`src/rtl/uart_param_if.sv`:
```
// uart_param_if: host-side bundle for uart_param (TX valid/ready, RX FIFO
// show-ahead port, error pulses and busy flags). The host takes the master
// modport and the UART takes the slave modport.
interface uart_param_if #(
    parameter int unsigned DATA_BITS = 8
);
    logic                 tx_valid;
    logic [DATA_BITS-1:0] tx_data;
    logic                 tx_ready;
    logic                 rx_valid;
    logic [DATA_BITS-1:0] rx_data;
    logic                 rx_ready;
    logic                 rx_frame_err;
    logic                 rx_parity_err;
    logic                 rx_overrun;
    logic                 busy_tx;
    logic                 busy_rx;

    modport master (
        output tx_valid, tx_data, rx_ready,
        input  tx_ready, rx_valid, rx_data, rx_frame_err, rx_parity_err,
               rx_overrun, busy_tx, busy_rx
    );

    modport slave (
        input  tx_valid, tx_data, rx_ready,
        output tx_ready, rx_valid, rx_data, rx_frame_err, rx_parity_err,
               rx_overrun, busy_tx, busy_rx
    );
endinterface

```
`src/rtl/uart_param.sv`:
```
// uart_param: parametrised full-duplex UART with valid/ready TX, mid-bit
// sampling RX with framing-error detection and an RX FIFO with overrun pulse.
// Define UART_PARITY_EN to add an even parity bit after the data bits on both
// directions; without it there is no parity state and rx_parity_err stays 0.
module uart_param #(
    parameter int unsigned CLKS_PER_BIT  = 434,
    parameter int unsigned DATA_BITS     = 8,
    parameter int unsigned STOP_BITS     = 1,
    parameter int unsigned RX_FIFO_DEPTH = 4
) (
    input  logic        clk,
    input  logic        nRst,
    uart_param_if.slave host,
    output logic        tx_out,
    input  logic        rx_in
);
    localparam int unsigned CNT_W = $clog2(CLKS_PER_BIT);
    localparam int unsigned BIT_W = $clog2(DATA_BITS);
    localparam int unsigned IDX_W = $clog2(RX_FIFO_DEPTH);
    localparam logic [CNT_W-1:0] CNT_LAST  = CNT_W'(CLKS_PER_BIT - 1);
    localparam logic [CNT_W-1:0] CNT_HALF  = CNT_W'(CLKS_PER_BIT / 2 - 1);
    localparam logic [BIT_W-1:0] DATA_LAST = BIT_W'(DATA_BITS - 1);
    localparam logic [BIT_W-1:0] STOP_LAST = BIT_W'(STOP_BITS - 1);

    // ---------------- TX ----------------
    typedef enum logic [2:0] {
        TX_IDLE, TX_START, TX_DATA,
`ifdef UART_PARITY_EN
        TX_PARITY,
`endif
        TX_STOP
    } tx_state_e;

    tx_state_e            tx_state_q, tx_state_d;
    logic [CNT_W-1:0]     tx_cnt_q, tx_cnt_d;
    logic [BIT_W-1:0]     tx_bit_q, tx_bit_d;
    logic [DATA_BITS-1:0] tx_shift_q, tx_shift_d;
    logic                 tx_out_q, tx_out_d;
    logic                 tx_par_q, tx_par_d;
    logic                 tx_cnt_last;

    assign tx_cnt_last   = (tx_cnt_q == CNT_LAST);
    assign tx_out        = tx_out_q;
    assign host.tx_ready = (tx_state_q == TX_IDLE);
    assign host.busy_tx  = (tx_state_q != TX_IDLE);

    // TX next state: each state holds tx_out for one bit period
    always_comb begin
        tx_state_d = tx_state_q;
        tx_cnt_d   = tx_cnt_q;
        tx_bit_d   = tx_bit_q;
        tx_shift_d = tx_shift_q;
        tx_out_d   = tx_out_q;
        tx_par_d   = tx_par_q;
        case (tx_state_q)
            TX_IDLE: begin
                if (host.tx_valid) begin
                    tx_state_d = TX_START;
                    tx_shift_d = host.tx_data;
                    tx_par_d   = ^host.tx_data;
                    tx_cnt_d   = '0;
                    tx_bit_d   = '0;
                    tx_out_d   = 1'b0;
                end
            end
            TX_START: begin
                if (tx_cnt_last) begin
                    tx_state_d = TX_DATA;
                    tx_cnt_d   = '0;
                    tx_out_d   = tx_shift_q[0];
                end else begin
                    tx_cnt_d = tx_cnt_q + 1'b1;
                end
            end
            TX_DATA: begin
                if (tx_cnt_last) begin
                    tx_cnt_d = '0;
                    if (tx_bit_q == DATA_LAST) begin
                        tx_bit_d = '0;
`ifdef UART_PARITY_EN
                        tx_state_d = TX_PARITY;
                        tx_out_d   = tx_par_q;
`else
                        tx_state_d = TX_STOP;
                        tx_out_d   = 1'b1;
`endif
                    end else begin
                        tx_bit_d   = tx_bit_q + 1'b1;
                        tx_shift_d = tx_shift_q >> 1;
                        tx_out_d   = tx_shift_q[1];
                    end
                end else begin
                    tx_cnt_d = tx_cnt_q + 1'b1;
                end
            end
`ifdef UART_PARITY_EN
            TX_PARITY: begin
                if (tx_cnt_last) begin
                    tx_state_d = TX_STOP;
                    tx_cnt_d   = '0;
                    tx_out_d   = 1'b1;
                end else begin
                    tx_cnt_d = tx_cnt_q + 1'b1;
                end
            end
`endif
            TX_STOP: begin
                if (tx_cnt_last) begin
                    tx_cnt_d = '0;
                    if (tx_bit_q == STOP_LAST) begin
                        tx_state_d = TX_IDLE;
                        tx_bit_d   = '0;
                    end else begin
                        tx_bit_d = tx_bit_q + 1'b1;
                    end
                end else begin
                    tx_cnt_d = tx_cnt_q + 1'b1;
                end
            end
            default: tx_state_d = TX_IDLE;
        endcase
    end

    // TX registers; reset drives the line idle high at once
    always_ff @(posedge clk or negedge nRst) begin
        if (!nRst) begin
            tx_state_q <= TX_IDLE;
            tx_cnt_q   <= '0;
            tx_bit_q   <= '0;
            tx_shift_q <= '0;
            tx_out_q   <= 1'b1;
            tx_par_q   <= 1'b0;
        end else begin
            tx_state_q <= tx_state_d;
            tx_cnt_q   <= tx_cnt_d;
            tx_bit_q   <= tx_bit_d;
            tx_shift_q <= tx_shift_d;
            tx_out_q   <= tx_out_d;
            tx_par_q   <= tx_par_d;
        end
    end

    // ---------------- RX ----------------
    typedef enum logic [2:0] {
        RX_IDLE, RX_START, RX_DATA,
`ifdef UART_PARITY_EN
        RX_PARITY,
`endif
        RX_STOP, RX_BREAK
    } rx_state_e;

    rx_state_e            rx_state_q, rx_state_d;
    logic [1:0]           sync_q;
    logic                 rx_s;
    logic [CNT_W-1:0]     rx_cnt_q, rx_cnt_d;
    logic [BIT_W-1:0]     rx_bit_q, rx_bit_d;
    logic [DATA_BITS-1:0] rx_shift_q, rx_shift_d;
    logic                 rx_par_q, rx_par_d;
    logic                 rx_par_bad;
    logic                 ferr_q, ferr_d;
    logic                 perr_q, perr_d;
    logic                 rx_push;
    logic                 rx_cnt_last;

    assign rx_s          = sync_q[1];
    assign rx_cnt_last   = (rx_cnt_q == CNT_LAST);
`ifdef UART_PARITY_EN
    assign rx_par_bad    = (^rx_shift_q) ^ rx_par_q;
`else
    assign rx_par_bad    = 1'b0;
`endif
    assign host.busy_rx       = (rx_state_q != RX_IDLE);
    assign host.rx_frame_err  = ferr_q;
    assign host.rx_parity_err = perr_q;

    // RX next state: start validated at half bit, then one sample per bit period
    always_comb begin
        rx_state_d = rx_state_q;
        rx_cnt_d   = rx_cnt_q;
        rx_bit_d   = rx_bit_q;
        rx_shift_d = rx_shift_q;
        rx_par_d   = rx_par_q;
        ferr_d     = 1'b0;
        perr_d     = 1'b0;
        rx_push    = 1'b0;
        case (rx_state_q)
            RX_IDLE: begin
                if (!rx_s) begin
                    rx_state_d = RX_START;
                    rx_cnt_d   = '0;
                end
            end
            RX_START: begin
                if (rx_cnt_q == CNT_HALF) begin
                    rx_cnt_d = '0;
                    rx_bit_d = '0;
                    rx_state_d = rx_s ? RX_IDLE : RX_DATA;
                end else begin
                    rx_cnt_d = rx_cnt_q + 1'b1;
                end
            end
            RX_DATA: begin
                if (rx_cnt_last) begin
                    rx_cnt_d   = '0;
                    rx_shift_d = {rx_s, rx_shift_q[DATA_BITS-1:1]};
                    if (rx_bit_q == DATA_LAST) begin
                        rx_bit_d = '0;
`ifdef UART_PARITY_EN
                        rx_state_d = RX_PARITY;
`else
                        rx_state_d = RX_STOP;
`endif
                    end else begin
                        rx_bit_d = rx_bit_q + 1'b1;
                    end
                end else begin
                    rx_cnt_d = rx_cnt_q + 1'b1;
                end
            end
`ifdef UART_PARITY_EN
            RX_PARITY: begin
                if (rx_cnt_last) begin
                    rx_cnt_d   = '0;
                    rx_par_d   = rx_s;
                    rx_state_d = RX_STOP;
                end else begin
                    rx_cnt_d = rx_cnt_q + 1'b1;
                end
            end
`endif
            RX_STOP: begin
                if (rx_cnt_last) begin
                    rx_cnt_d = '0;
                    perr_d   = rx_par_bad;
                    ferr_d   = !rx_s;
                    if (!rx_s) begin
                        rx_state_d = RX_BREAK;
                    end else begin
                        rx_state_d = RX_IDLE;
                        rx_push    = !rx_par_bad;
                    end
                end else begin
                    rx_cnt_d = rx_cnt_q + 1'b1;
                end
            end
            RX_BREAK: begin
                if (rx_s) rx_state_d = RX_IDLE;
            end
            default: rx_state_d = RX_IDLE;
        endcase
    end

    // RX registers and two-flop synchroniser (idle high)
    always_ff @(posedge clk or negedge nRst) begin
        if (!nRst) begin
            sync_q     <= '1;
            rx_state_q <= RX_IDLE;
            rx_cnt_q   <= '0;
            rx_bit_q   <= '0;
            rx_shift_q <= '0;
            rx_par_q   <= 1'b0;
            ferr_q     <= 1'b0;
            perr_q     <= 1'b0;
        end else begin
            sync_q     <= {sync_q[0], rx_in};
            rx_state_q <= rx_state_d;
            rx_cnt_q   <= rx_cnt_d;
            rx_bit_q   <= rx_bit_d;
            rx_shift_q <= rx_shift_d;
            rx_par_q   <= rx_par_d;
            ferr_q     <= ferr_d;
            perr_q     <= perr_d;
        end
    end

    // ---------------- RX FIFO ----------------
    logic [DATA_BITS-1:0] mem_q [RX_FIFO_DEPTH];
    logic [IDX_W:0]       wr_q, rd_q;
    logic                 empty, full, pop, push_ok, ovr_q;

    assign empty   = (wr_q == rd_q);
    assign full    = (wr_q[IDX_W] != rd_q[IDX_W]) && (wr_q[IDX_W-1:0] == rd_q[IDX_W-1:0]);
    assign pop     = !empty && host.rx_ready;
    // a pop frees the head slot on the same edge, so a full FIFO still accepts
    assign push_ok = rx_push && (!full || pop);

    assign host.rx_valid   = !empty;
    assign host.rx_data    = empty ? '0 : mem_q[rd_q[IDX_W-1:0]];
    assign host.rx_overrun = ovr_q;

    // FIFO pointers and overrun pulse
    always_ff @(posedge clk or negedge nRst) begin
        if (!nRst) begin
            wr_q  <= '0;
            rd_q  <= '0;
            ovr_q <= 1'b0;
        end else begin
            ovr_q <= rx_push && full && !pop;
            if (push_ok) wr_q <= wr_q + 1'b1;
            if (pop)     rd_q <= rd_q + 1'b1;
        end
    end

    // FIFO storage; output is masked to zero while empty
    always_ff @(posedge clk) begin
        if (push_ok) mem_q[wr_q[IDX_W-1:0]] <= rx_shift_q;
    end
endmodule

```
`src/flat_wrapper.sv`:
```
// flat-port wrapper written by rule: the top's interface ports become plain ports
module uart_param_flat 
#(
    parameter int unsigned CLKS_PER_BIT  = 434,
    parameter int unsigned DATA_BITS     = 8,
    parameter int unsigned STOP_BITS     = 1,
    parameter int unsigned RX_FIFO_DEPTH = 4
)
  (clk, nRst, tx_out, rx_in, host_tx_valid, host_tx_data, host_rx_ready, host_tx_ready, host_rx_valid, host_rx_data, host_rx_frame_err, host_rx_parity_err, host_rx_overrun, host_busy_tx, host_busy_rx);
  uart_param_if #(.DATA_BITS(DATA_BITS)) host_i ();
  input  logic clk;
  input  logic nRst;
  output logic tx_out;
  input  logic rx_in;
  input wire logic [$bits(host_i.tx_valid)-1:0] host_tx_valid;
  input wire logic [$bits(host_i.tx_data)-1:0] host_tx_data;
  input wire logic [$bits(host_i.rx_ready)-1:0] host_rx_ready;
  output wire logic [$bits(host_i.tx_ready)-1:0] host_tx_ready;
  output wire logic [$bits(host_i.rx_valid)-1:0] host_rx_valid;
  output wire logic [$bits(host_i.rx_data)-1:0] host_rx_data;
  output wire logic [$bits(host_i.rx_frame_err)-1:0] host_rx_frame_err;
  output wire logic [$bits(host_i.rx_parity_err)-1:0] host_rx_parity_err;
  output wire logic [$bits(host_i.rx_overrun)-1:0] host_rx_overrun;
  output wire logic [$bits(host_i.busy_tx)-1:0] host_busy_tx;
  output wire logic [$bits(host_i.busy_rx)-1:0] host_busy_rx;
  assign host_i.tx_valid = host_tx_valid;
  assign host_i.tx_data = host_tx_data;
  assign host_i.rx_ready = host_rx_ready;
  assign host_tx_ready = host_i.tx_ready;
  assign host_rx_valid = host_i.rx_valid;
  assign host_rx_data = host_i.rx_data;
  assign host_rx_frame_err = host_i.rx_frame_err;
  assign host_rx_parity_err = host_i.rx_parity_err;
  assign host_rx_overrun = host_i.rx_overrun;
  assign host_busy_tx = host_i.busy_tx;
  assign host_busy_rx = host_i.busy_rx;
  uart_param #(.CLKS_PER_BIT(CLKS_PER_BIT), .DATA_BITS(DATA_BITS), .STOP_BITS(STOP_BITS), .RX_FIFO_DEPTH(RX_FIFO_DEPTH)) u_core (.clk(clk), .nRst(nRst), .host(host_i), .tx_out(tx_out), .rx_in(rx_in));
endmodule
```
`config.mk`:
```
export PLATFORM = sky130hd
export DESIGN_NAME = uart_param_flat
export DESIGN_NICKNAME = d
export VERILOG_FILES = /design/src/rtl/uart_param_if.sv /design/src/rtl/uart_param.sv /design/src/flat_wrapper.sv
export SDC_FILE = /design/constraint.sdc
export NUM_CORES = 1
export LEC_CHECK = 0
export ABC_CLOCK_PERIOD_IN_PS = 2950
export BUFFER_PORTS_ARGS = -buffer_cell sky130_fd_sc_hd__clkbuf_2
export CELL_PAD_IN_SITES_DETAIL_PLACEMENT = 2
export CELL_PAD_IN_SITES_GLOBAL_PLACEMENT = 2
export CORE_ASPECT_RATIO = 0.5
export CORE_MARGIN = 3
export CORE_UTILIZATION = 25
export CTS_BUF_LIST = sky130_fd_sc_hd__clkbuf_8
export CTS_CLUSTER_DIAMETER = 150
export DETAILED_ROUTE_END_ITERATION = 10
export GPL_TIMING_DRIVEN = 0
export PLACE_DENSITY_LB_ADDON = 0.3
export SETUP_SLACK_MARGIN = 0.02
export SLEW_MARGIN = 20
export SYNTH_ARGS = -nofsm -noshare
export SYNTH_HDL_FRONTEND = slang
export SYNTH_SLANG_ARGS = --single-unit
```
`constraint.sdc`:
```
create_clock -name clk -period 2.95 [get_ports clk]
set_input_delay 0.59 -clock clk [delete_from_list [all_inputs] [get_ports clk]]
set_output_delay 0.59 -clock clk [all_outputs]
set_load 0.01 [all_outputs]
```
==> impl_metrics.toml <==
[setup_path]
cp_top_family = "simple AND/OR/NAND/NOR gates"
reg2reg_to = "u_core.mem_q[0][5]$_DFFE_PP_"
ff2ff_setup_slack_ns = 0.39
r2r_start = "u_core.rx_cnt_q[1]$_DFFE_PN0P_"
critPathLaunch = "u_core.rd_q[0]$_DFFE_PN0P_"
cp_slowest_stage_delay_ns = 0.36
path_cells = "buf_2 > xor2_1 > nor2_1 > nand2_1 > and2_1 > clkbuf_2"
crit_arrival_ns = 2.04
crit_fanout = 11
critPathBufInv = 2
critPathKind = "reg2out"
required_ns = 2.36
reg2reg_depth = 6
critPathCaptureType = "output port"
cp-start-kind = "register"
slowest_stage = "dfrtp_1"

[global_routing]
grt_overflow = 0
grt_max_degree = 39
met1_usage_pct = 14.6
use_met2_pct = 17.5
grt-busiest-layer = "met2"
antenna_found_initial = 0
grtUsageTotal_pct = 10.9
gr-usage-met3_pct = 2.56
grt_pass1_vias = 3058
grt_pass1_wl_um = 16200

[routing]
drcViolationCount = 0
ant_nets = 0
routed_wl_um = 9500
wl_per_cell_um = 15.6
vias_per_cell = 4.49
drtPass1Iterations = 4
num_vias = 2737
drtIter0Drc = 99

[clock_tree]
cts_buffers = 9
clkTransAtPathRegs_ns = 0.11
cts_setup_buffers = 0
cts_root_buf = "clkbuf_8"
cts_resized = 0
insertion_delay_ns = 0.38
clock_sink_count = 88
cts.path.max_buffers = 2
ctsHoldBuffers = 0
h-tree-depth = 3
cts_tree = "built"

[yosys]
ys_ff_latch = 88
async_flop_share_pct = 63.6
postSynthAreaPerCell_um2 = 12.7
synth_edf_count = 32
syn-instance-count = 339
synthFlopType = "dfrtp_1"
syn_nets = 372
seq_area_frac_synth_pct = 55.0
synthesis.area_um2 = 4300
yosysWarnings = 0
synth_cell_types = 60

[sta]
layout_min_cycle_time_ns = 2.63
setup_ws_ns = 0.319
max_freq_mhz = 380
hold_viol = 0
hold_ws_ns = 0.108
slew_violations = 0
relSlewSlack_pct = 38.7
finalCritPeriodShare_pct = 89.2
grt_setup_unrepaired = "false"
setup_viol = 0
tightest_slew_ns = 0.911
tns_ns = 0
fin_skew_ns = 0.0172

[job]
maxCapViolCount = 0

[outcome]
status = "finished, final reports clean"

[die]
core_area_um2 = 16600
start_util_pct = 25.9
die_w_um = 192
ios = 29
die_y_um = 98.8
rows = 33
die-area_um2 = 18900

[cells_and_area]
final_cell_mix = "dfrtp_1 (53), edfxtp_1 (32), clkbuf_2 (27), mux2_2 (27), nand2_1 (24)"
fin_util_pct = 29.8
drive_above_1_share_pct = 27.5
diodes = 0
nFillCells = 1807
final_common_cell = "dfrtp_1"
nNetsFinal = 410
area_growth_pct = 14.7
fin_area_um2 = 4940

[pwr]
powerDensity_nw_per_um2 = 493
ir_worst_vdd_v = 0.000179
leakagePower_nw = 2.13

[place]
hpwl_um = 6790
port_buffers = 27
gp_congestion = 0.670
postPlaceCellArea_um2 = 4750
dp_slack_ns = 0.339

[worst_hold_path]
holdCritPathClass = "in2async"
==> metal layers <==
metal | routed length [um] | vias to the layer above | part of all wire, %
li1 | - | 1304 | -
met1 | 4620 | 1400 | 49
met2 | 4550 | 22 | 48
met3 | 210 | 11 | 2.2
met4 | 122 | 0 | 1.3
met5 | 0 | - | 0
==> where the power goes <==
group	total (mW)	internal [mW]	switching [mW]	leakage [nW]
Combinational	0.278	0.116	0.162	0.959
Sequential	1.31	1.29	0.0203	1.08
Clock	0.844	0.332	0.511	0.0970
Total	2.43	1.74	0.694	2.13
==> flip-flops by register name, indices dropped and copies added, names as in the netlist, 2 cells and up <==
name	flops
u_core.wr_q	3
u_core.rx_state_q	3
u_core.mem_q	32
u_core.rx_cnt_q	9
u_core.tx_shift_q	8
u_core.sync_q	2
u_core.rx_bit_q	3
u_core.rd_q	3
u_core.rx_shift_q	8
u_core.tx_cnt_q	9
u_core.tx_state_q	2
u_core.tx_bit_q	3
==> worst reg2reg max path, delay by kind of cell, from the launching register on <==
family        cells  cell delay (ns)
simple gates      4             1.52
flops             1             0.41
fa+ha+maj         1             0.18
buf+inv           1             0.10
==> stage by stage <==
step | power (mW) | instances
after global placement | 1.62 | 593
after global routing | 2.57 | 609
after floorplan | 1.53 | 339
after detailed placement | 1.63 | 594
after CTS | 2.50 | 610
final | 2.43 | 609
==> cell usage after synthesis (3+ instances only) <==
cell type	n	area [um2]
a21oi_1	10	50.1
a21o_1	6	45.0
nor2_1	19	71.3
clkbuf_1	3	11.3
and2_1	11	68.8
nand2_1	24	90.1
ha_1	20	250
nand2b_1	5	31.3
nor2b_1	3	18.8
mux4_2	8	180
nor3_1	7	35.0
nand3_1	7	35.0
mux2_2	27	304
dfstp_2	3	78.8
a22o_1	5	43.8
edfxtp_1	32	961
dfrtp_1	53	1330
xor2_1	3	26.3
inv_1	12	45.0
o21ai_1	4	20.0
and3_1	5	31.3
xnor2_1	4	35.0
o21ai_0	20	100
==> worst max path at each step <==
stage | end | slack, ns | cells past startpoint
after detailed placement | u_core.mem_q[2][4]$_DFFE_PP_ | 0.34 | 6
after floorplan | u_core.mem_q[0][0]$_DFFE_PP_ | 0.76 | 6
after global placement | u_core.mem_q[1][4]$_DFFE_PP_ | 0.37 | 6
final | host_rx_data[7] | 0.32 | 6
after CTS | host_rx_data[7] | 0.05 | 7
after global routing | host_rx_data[7] | 0.05 | 6
==> logic make-up after synthesis <==
| kind of cell | Yosys count | synth area share (%) |
|---|---|---|
| and+or+nand+nor | 103 | 13.6 |
| DFF | 88 | 55.0 |
| AOI/OAI and AO/OA | 61 | 9.71 |
| muxes | 37 | 11.7 |
| buffers and inverters | 21 | 2.27 |
| adders and majority gates | 20 | 5.81 |
| xor gates and xnor gates | 8 | 1.80 |
| other | 1 | 0.0871 |
==> cell type report <==
type                       instances  area [um2]  area share (%)
clock inverter                     7        72.6            1.47
timing repair buffer              28         158            3.19
sequential                        88        2370            47.9
inverter                          12        45.0           0.912
buffer                             8        48.8           0.988
tap                              227         284            5.75
multi-input combinational        230        1840            37.3
clock buffer                       9         124            2.51
(Power assumes the default switching activity.)
